[src/rtl/xy_pattern_gen_if.sv]
// Stimulus bus between the pattern generator and its controller:
// run controls and patterns in, symbol stream and status out.
interface xy_pattern_gen_if #(
  parameter int LEN = 4
);
  logic           start;
  logic           abort;
  logic [LEN-1:0] xpat;
  logic [LEN-1:0] ypat;
  logic [3:0]     rep;
  logic           x;
  logic           y;
  logic           valid;
  logic           busy;
  logic           done;

  modport master (
    output start, abort, xpat, ypat, rep,
    input  x, y, valid, busy, done
  );

  modport slave (
    input  start, abort, xpat, ypat, rep,
    output x, y, valid, busy, done
  );
endinterface

[src/rtl/xy_pattern_gen.sv]
// Plays a latched (x, y) symbol pattern into a detector one symbol per clock,
// repeated rep times with GAP idle cycles between repeats.
module xy_pattern_gen #(
  parameter int LEN = 4,
  parameter int GAP = 2
) (
  input logic              clk,
  input logic              rst,
  xy_pattern_gen_if.slave  bus
);
  typedef enum logic [1:0] {S_IDLE, S_SEND, S_GAP, S_DONE} state_t;

  localparam logic [2:0] IDX_LAST = 3'(LEN - 1);
  localparam logic [2:0] GAP_LAST = 3'(GAP - 1);

  state_t         state_q, state_d;
  logic [2:0]     idx_q, idx_d;
  logic [3:0]     rep_q, rep_d;
  logic [2:0]     gap_q, gap_d;
  logic [LEN-1:0] xpat_q, xpat_d;
  logic [LEN-1:0] ypat_q, ypat_d;
  logic           x_q, x_d, y_q, y_d;
  logic           valid_q, valid_d, busy_q, busy_d, done_q, done_d;
  logic [7:0]     xw, yw;

  always_comb begin
    state_d = state_q;
    idx_d   = idx_q;
    rep_d   = rep_q;
    gap_d   = gap_q;
    xpat_d  = xpat_q;
    ypat_d  = ypat_q;
    x_d     = 1'b0;
    y_d     = 1'b0;
    valid_d = 1'b0;
    busy_d  = 1'b0;
    done_d  = 1'b0;
    xw      = 8'd0;
    yw      = 8'd0;

    if (bus.abort) begin
      // Abort beats every transition, including a start seen in IDLE.
      state_d = S_IDLE;
      idx_d   = 3'd0;
      rep_d   = 4'd0;
      gap_d   = 3'd0;
    end else begin
      case (state_q)
        S_IDLE: if (bus.start) begin
          xpat_d  = bus.xpat;
          ypat_d  = bus.ypat;
          rep_d   = (bus.rep == 4'd0) ? 4'd1 : bus.rep;
          idx_d   = 3'd0;
          state_d = S_SEND;
        end
        S_SEND: if (idx_q == IDX_LAST) begin
          idx_d = 3'd0;
          if (rep_q > 4'd1) begin
            rep_d   = rep_q - 4'd1;
            gap_d   = 3'd0;
            state_d = (GAP == 0) ? S_SEND : S_GAP;
          end else begin
            rep_d   = 4'd0;
            state_d = S_DONE;
          end
        end else begin
          idx_d = idx_q + 3'd1;
        end
        S_GAP: if (gap_q == GAP_LAST) begin
          gap_d   = 3'd0;
          idx_d   = 3'd0;
          state_d = S_SEND;
        end else begin
          gap_d = gap_q + 3'd1;
        end
        default: state_d = S_IDLE;
      endcase
    end

    // Outputs are registered, so they are decoded from the next state.
    xw = 8'(xpat_d);
    yw = 8'(ypat_d);
    case (state_d)
      S_SEND: begin
        x_d     = xw[idx_d];
        y_d     = yw[idx_d];
        valid_d = 1'b1;
        busy_d  = 1'b1;
      end
      S_GAP:   busy_d = 1'b1;
      S_DONE:  done_d = 1'b1;
      default: ;
    endcase
  end

  always_ff @(posedge clk or posedge rst) begin
    if (rst) begin
      state_q <= S_IDLE;
      idx_q   <= 3'd0;
      rep_q   <= 4'd0;
      gap_q   <= 3'd0;
      xpat_q  <= '0;
      ypat_q  <= '0;
      x_q     <= 1'b0;
      y_q     <= 1'b0;
      valid_q <= 1'b0;
      busy_q  <= 1'b0;
      done_q  <= 1'b0;
    end else begin
      state_q <= state_d;
      idx_q   <= idx_d;
      rep_q   <= rep_d;
      gap_q   <= gap_d;
      xpat_q  <= xpat_d;
      ypat_q  <= ypat_d;
      x_q     <= x_d;
      y_q     <= y_d;
      valid_q <= valid_d;
      busy_q  <= busy_d;
      done_q  <= done_d;
    end
  end

  assign bus.x     = x_q;
  assign bus.y     = y_q;
  assign bus.valid = valid_q;
  assign bus.busy  = busy_q;
  assign bus.done  = done_q;
endmodule
[src/flat_wrapper.sv]
// flat-port wrapper written by rule: the top's interface ports become plain ports
module xy_pattern_gen_flat 
#(
  parameter int LEN = 4,
  parameter int GAP = 2
)
  (clk, rst, bus_start, bus_abort, bus_xpat, bus_ypat, bus_rep, bus_x, bus_y, bus_valid, bus_busy, bus_done);
  xy_pattern_gen_if #(.LEN(LEN)) bus_i ();
  input logic clk;
  input logic rst;
  input wire logic [$bits(bus_i.start)-1:0] bus_start;
  input wire logic [$bits(bus_i.abort)-1:0] bus_abort;
  input wire logic [$bits(bus_i.xpat)-1:0] bus_xpat;
  input wire logic [$bits(bus_i.ypat)-1:0] bus_ypat;
  input wire logic [$bits(bus_i.rep)-1:0] bus_rep;
  output wire logic [$bits(bus_i.x)-1:0] bus_x;
  output wire logic [$bits(bus_i.y)-1:0] bus_y;
  output wire logic [$bits(bus_i.valid)-1:0] bus_valid;
  output wire logic [$bits(bus_i.busy)-1:0] bus_busy;
  output wire logic [$bits(bus_i.done)-1:0] bus_done;
  assign bus_i.start = bus_start;
  assign bus_i.abort = bus_abort;
  assign bus_i.xpat = bus_xpat;
  assign bus_i.ypat = bus_ypat;
  assign bus_i.rep = bus_rep;
  assign bus_x = bus_i.x;
  assign bus_y = bus_i.y;
  assign bus_valid = bus_i.valid;
  assign bus_busy = bus_i.busy;
  assign bus_done = bus_i.done;
  xy_pattern_gen #(.LEN(LEN), .GAP(GAP)) u_core (.clk(clk), .rst(rst), .bus(bus_i));
endmodule
[config.mk]
export PLATFORM = sky130hd
export DESIGN_NAME = xy_pattern_gen_flat
export DESIGN_NICKNAME = d
export VERILOG_FILES = /design/src/rtl/xy_pattern_gen_if.sv /design/src/rtl/xy_pattern_gen.sv /design/src/flat_wrapper.sv
export SDC_FILE = /design/constraint.sdc
export NUM_CORES = 1
export LEC_CHECK = 0
export ABC_AREA = 1
export CAP_MARGIN = 40
export CORE_ASPECT_RATIO = 1.5
export CORE_MARGIN = 2
export CORE_UTILIZATION = 48
export DETAILED_ROUTE_END_ITERATION = 12
export PLACE_DENSITY = 0.79
export SYNTH_ARGS = -nofsm -noshare
export SYNTH_HDL_FRONTEND = slang
export SYNTH_SLANG_ARGS = --single-unit
[constraint.sdc]
create_clock -name clk -period 1.76 [get_ports clk]
set_clock_uncertainty 0.1 [all_clocks]
set_input_delay 0.176 -clock clk [delete_from_list [all_inputs] [get_ports clk]]
set_output_delay 0.176 -clock clk [all_outputs]
set_load 0.05 [all_outputs]
### Yosys cells after proc, flatten, opt, wreduce, memory -nomap -nowiden

Index checks and enable logic that the tools add are counted.
W data, S select, Z words.

| cells by class | value |
|---|---|
| add/sub/neg operators | 3 |
| multipliers | 0 |
| divide/modulo/power cells | 0 |
| order comparisons | 2 |
| equal/unequal tests | 10 |
| shifts and indexed selects | 0 |
| muxes and demuxes | 37 |
| bitwise logic cells | 0 |
| reductions and logical operators | 7 |

Operators with widths:

| cell | count |
|---|---|
| $mux W4 | 11 |
| $mux W3 | 8 |
| $pmux W3 S3 | 1 |
| $mux W1 | 8 |
| $mux W2 | 4 |
| $pmux W4 S2 | 1 |
| $add A3 B1 Y3 const B | 2 |
| $bmux W1 S3 | 2 |
| $eq A2 B2 Y1 const B | 3 |
| $ne A3 B2 Y1 const B | 2 |
| $pmux W2 S3 | 1 |
| $pmux W3 S2 | 1 |
| $reduce_and A3 Y1 | 2 |
| $reduce_bool A3 Y1 | 2 |
| $eq A2 B1 Y1 const B | 2 |
| $gt A4 B1 Y1 const B | 1 |
| $logic_not A4 Y1 | 1 |
| $lt A3 B4 Y1 const B | 1 |
| $sub A4 B1 Y4 const B | 1 |
| $eq A3 B1 Y1 const B | 1 |
| $eq A3 B2 Y1 const B | 1 |
| $ne A3 B3 Y1 const B | 1 |
| $logic_not A2 Y1 | 1 |
| $reduce_or A2 Y1 | 1 |

| word-level totals | value |
|---|---|
| register bits after elaboration | 25 |
| latch bits | 0 |
| bits in writable memories | 0 |
| bits in read-only memories | 0 |
| input port bits | 16 |
| output and inout port bits | 5 |
| word-level logic and storage cells | 70 |
| memories | 0 |

### Logic depth before layout (Yosys ltp)

| logic depth | value |
|---|---|
| depth after elaboration | 8 |
| gate-level depth with buffers | 9 |
| depth with buffers taken out | 9 |

### Worst setup path before layout

OpenSTA, ideal clock, no wires.

| timing path | value |
|---|---|
| path kind | reg2reg |
| from | register u_core.rep_q[0] |
| to | register u_core.x_q, in the netlist u_core.bus.x |
| library setup time | 0.121 ns |
| arrival | 1.438 ns |
| data required time | 1.539 ns |
| setup slack | 0.101 ns |
| stages on the path, launching flop included | 10 |
| path buffers | 0 |
| clock period less this slack | 1.659 ns |
| path through | dfrtp_1 > inv_1 > ha_1 > o21ai_0 > nand2_1 > a21oi_1 > a21oi_1 > ha_1 > nand2_1 > a21oi_1 |

| on the way | value |
|---|---|
| cells in the longest elaborated chain, start to end | 7 |

RTL lines:

| what | line | RTL |
|---|---|---|
| start: declaration | xy_pattern_gen.sv:18 | `logic [3:0] rep_q, rep_d;` |
| start signal: assignment | xy_pattern_gen.sv:112 | `rep_q <= rep_d;` |
| $gt A4 B1 Y1 | xy_pattern_gen.sv:58 | `if (rep_q > 4'd1) begin` |
| $mux W1 | xy_pattern_gen.sv:58 |  |
| $mux W2 | xy_pattern_gen.sv:56 | `S_SEND: if (idx_q == IDX_LAST) begin` |
| $pmux W2 S3 | xy_pattern_gen.sv:48 | `case (state_q)` |
| $mux W2 | xy_pattern_gen.sv:41 | `if (bus.abort) begin` |
| named net u_core.state_d[0] | xy_pattern_gen.sv:16 | `state_t state_q, state_d;` |
| $eq A2 B1 Y1 | xy_pattern_gen.sv:83 | `case (state_d)` |
| $mux W1 | xy_pattern_gen.sv:83 |  |
| named net u_core.x_d | xy_pattern_gen.sv:22 | `logic x_q, x_d, y_q, y_d;` |
| end signal: assignment | xy_pattern_gen.sv:104 | `x_q <= 1'b0;` |
| end signal: assignment | xy_pattern_gen.sv:116 | `x_q <= x_d;` |
| end: declaration | xy_pattern_gen.sv:22 |  |

The timed path passes the listed nets, and every way through them passes these cells.
A chain may end at the register's enable or synchronous reset.

### Final worst setup path

| timing path | value |
|---|---|
| from | register u_core.idx_q[0] |
| to | register u_core.x_q, in the netlist u_core.bus.x |

| on the way | value |
|---|---|
| elaborated cells on any way between the ends | 14 |
| those cells by class | add/sub (1); eq/ne (2); mux (11) |

RTL lines:

| what | line | RTL |
|---|---|---|
| start: declaration | xy_pattern_gen.sv:17 | `logic [2:0] idx_q, idx_d;` |
| start signal: assignment | xy_pattern_gen.sv:111 | `idx_q <= idx_d;` |
| $eq A3 B2 Y1 | xy_pattern_gen.sv:56 |  |
| $mux W2 | xy_pattern_gen.sv:56 |  |
| $pmux W2 S3 | xy_pattern_gen.sv:48 |  |
| $mux W2 | xy_pattern_gen.sv:41 |  |
| named net u_core.state_d[0] | xy_pattern_gen.sv:16 |  |
| $eq A2 B1 Y1 | xy_pattern_gen.sv:83 |  |
| $mux W1 | xy_pattern_gen.sv:83 |  |
| named net u_core.x_d | xy_pattern_gen.sv:22 |  |

The timed path passes the listed nets, and every way through them passes these cells. The select of a mux whose other input is x is not followed.

==> flow_summary.json <==
{
  "slew_violations": 0,
  "async_flop_share": 1.00,
  "antenna_found_initial": 0,
  "required_ps": 1860,
  "n_antenna_cell": 0,
  "status": "finished, final reports clean",
  "avgSynthCellArea_um2": 7.88,
  "end_kind": "register",
  "finalHoldViolations": 0,
  "grt_pass1_vias": 1263,
  "area_growth_pct": 26.5,
  "syn_area_mm2": 0.00139,
  "dp.cells": 241,
  "reg2reg_slack_ps": 90,
  "wl_um": 3050,
  "rsz0062_at_grt": "yes",
  "max_cap_viol_count": 0,
  "synth_top_family_by_area": "simple AND/OR/NAND/NOR gates",
  "startpoint": "u_core.idx_q[0]",
  "finalInstanceArea_mm2": 0.00176,
  "synth_flop_cell": "dfrtp_1",
  "syn_nets": 197,
  "viasPerCell": 5.03,
  "synthAdderAreaFrac": 0.0451,
  "die_h_um": 69.9,
  "place_area_mm2": 0.00168,
  "cts.reportedPaths.clkPinSlew_ps": 80,
  "path_class": "register to register",
  "rr_worst_depth": 9,
  "die_width_um": 47.9,
  "gp_congestion": 0.841,
  "nets": 231,
  "hold_buffers": 0,
  "seq_area_frac_synth": 0.451,
  "grt_pass1_wl_um": 5240,
  "critPathCapture": "u_core.bus.x",
  "rows": 23,
  "dieArea_mm2": 0.00335,
  "numCtsBuffers": 3,
  "worstPathArrival_ps": 1770,
  "drtIter0Drc": 32,
  "postRouteAntennaNets": 0,
  "grt_use_total": 0.213,
  "worst_pin_slew_ps": 314,
  "cts_sinks": 25,
  "fin_cells": 246,
  "synth_compound_area_frac": 0.104,
  "synth_edf_count": 0,
  "register_area_um2": 626,
  "r2r-start": "u_core.idx_q[0]",
  "drc": 0,
  "slew_headroom": 0.790,
  "synth.yosys.warnings": 0,
  "finalCritPeriodShare": 0.949,
  "routed-via-count": 1238,
  "period_needed_ps": 1670,
  "multi_input_area_um2": 603,
  "peakVddDrop_v": 0.000548,
  "power_leakage_uw": 0.000927,
  "setup_viol": 0,
  "ios": 21,
  "initial_core_util": 0.513,
  "nFillCells": 242,
  "synthSimpleGateAreaFrac": 0.250,
  "numPortBuffers": 20,
  "clock_latency_ps": 270,
  "ys_types": 26,
  "power_density_mw_per_mm2": 785,
  "reg2reg_to": "u_core.bus.x",
  "drive_gt1_frac": 0.201,
  "cts-htree-levels": 1,
  "dr.pass1.iters": 4,
  "holdCritPathClass": "input port to async pin",
  "clock_tree.root_cell": "clkbuf_8",
  "worstSetupStartpointType": "register",
  "crit_fanout": 3,
  "synthMuxAreaShare": 0.00721,
  "synth-xor-area-share": 0.0126,
  "wl_per_cell_um": 12.4,
  "cts_buffer_depth": 2,
  "grt_max_degree": 26,
  "grt_remaining_overflow": 0,
  "syn_inst": 176,
  "cts_tree": "yes",
  "core-area_mm2": 0.00271,
  "ys_seq_elements": 25,
  "fmax_mhz": 599,
  "hpwlAfterDp_um": 2420
}
==> metal layers <==
metal  global-route usage  vias up  wire, µm  share of wire
li1                     -      615         -              -
met5                    0        -         0              0
met3               0.0258        5        70          0.023
met4               0.0751        0        46          0.015
met1                0.256      599      1210           0.40
met2                0.367       19      1730           0.57
==> layout make-up <==
type                            instances  area share
Inverter                               44      0.0941
Timing Repair Buffer                   31       0.154
Clock buffer                            4      0.0257
Sequential cell                        25       0.356
Tap cell                               37      0.0264
Multi-Input combinational cell        105       0.344
==> cell usage in the layout (no fill, tap or decap), drive strengths merged, types with 2 or more instances in the layout <==
| master | instances |
|---|---|
| nand3 | 20 |
| clkbuf | 4 |
| nor2 | 9 |
| a21oi | 10 |
| xor2 | 2 |
| ha | 5 |
| dfrtp | 25 |
| clkdlybuf4s50 | 15 |
| nand4 | 3 |
| nand2 | 39 |
| buf | 16 |
| o211ai | 2 |
| inv | 44 |
| o21ai | 9 |
==> registers in the layout, summed over array words and instances, names as in the netlist <==
register and cells:
u_core.bus.x 1, u_core.bus.done 1, u_core.rep_q 4, u_core.bus.y 1
u_core.gap_q 3, u_core.bus.busy 1, u_core.idx_q 3, u_core.xpat_q 4
u_core.bus.valid 1, u_core.state_q 2, u_core.ypat_q 4
==> through the flow <==
step | setup TNS, ps | hold WS, ps | setup WS, ps | util | power [µW]
final | 0 | 141 | 89.3 | 0.649 | 1380
after global routing | -178 | 183 | -56.7 | 0.649 | 1460
after CTS | 0 | 156 | 13.3 | 0.638 | 1370
after detailed placement | -148 | 449 | -90.6 | 0.621 | 1040
after global placement | 0 | 418 | 6.39 | 0.621 | 1020
after floorplan | 0 | 103 | 101 | - | 902
==> where the power goes <==
| group | internal (µW) | leakage, µW | switching, µW | total (µW) |
|---|---|---|---|---|
| Clock | 162 | 0.0000228 | 181 | 343 |
| Combinational | 153 | 0.000592 | 222 | 375 |
| Sequential | 634 | 0.000312 | 26.3 | 660 |
| Total | 950 | 0.000927 | 429 | 1380 |
==> what timing repair did <==
item,4_1_cts,5_1_grt
setup endpoints to repair,4,5
resized for setup,1,7
pin swaps,0,3
setup buffers,0,1
==> cells in the mapped netlist, drive strengths merged, types with 2 or more instances <==
| cell type | number | area share |
|---|---|---|
| inv | 44 | 0.12 |
| nand2 | 39 | 0.11 |
| dfrtp | 25 | 0.45 |
| nand3 | 20 | 0.083 |
| a21oi | 10 | 0.044 |
| nor2 | 9 | 0.032 |
| o21ai | 9 | 0.032 |
| ha | 5 | 0.045 |
| nand4 | 3 | 0.014 |
| buf | 2 | 0.012 |
| o211ai | 2 | 0.011 |
| xor2 | 2 | 0.013 |
==> worst max-delay path: stages (launching register included) <==
cell     delay [ps]
dfrtp_1         420
ha_1            230
nand2_1          90
inv_1            60
nand2_2          80
a21oi_2          70
a21oi_2         170
ha_2            200
nand2_1          60
a21oi_1         120
==> worst min path at each step <==
stage | slack, ps | to | cells past startpoint
3_3_place_gp | 420 | u_core.idx_q[2] | 2
6_report | 140 | u_core.gap_q[0] | 3
2_1_floorplan | 100 | u_core.bus.busy | 1
4_1_cts | 160 | u_core.gap_q[0] | 3
3_5_place_dp | 450 | u_core.gap_q[0] | 3
5_1_grt | 180 | u_core.gap_q[0] | 3
==> cells by family after synthesis <==
group,Yosys count
AOI/OAI and AO/OA,24
DFF,25
and+or+nand+nor,73
xor gates and xnor gates,2
buffers and inverters,46
muxes,1
adders and majority gates,5
Note: power is estimated with default switching activity, not from simulation.
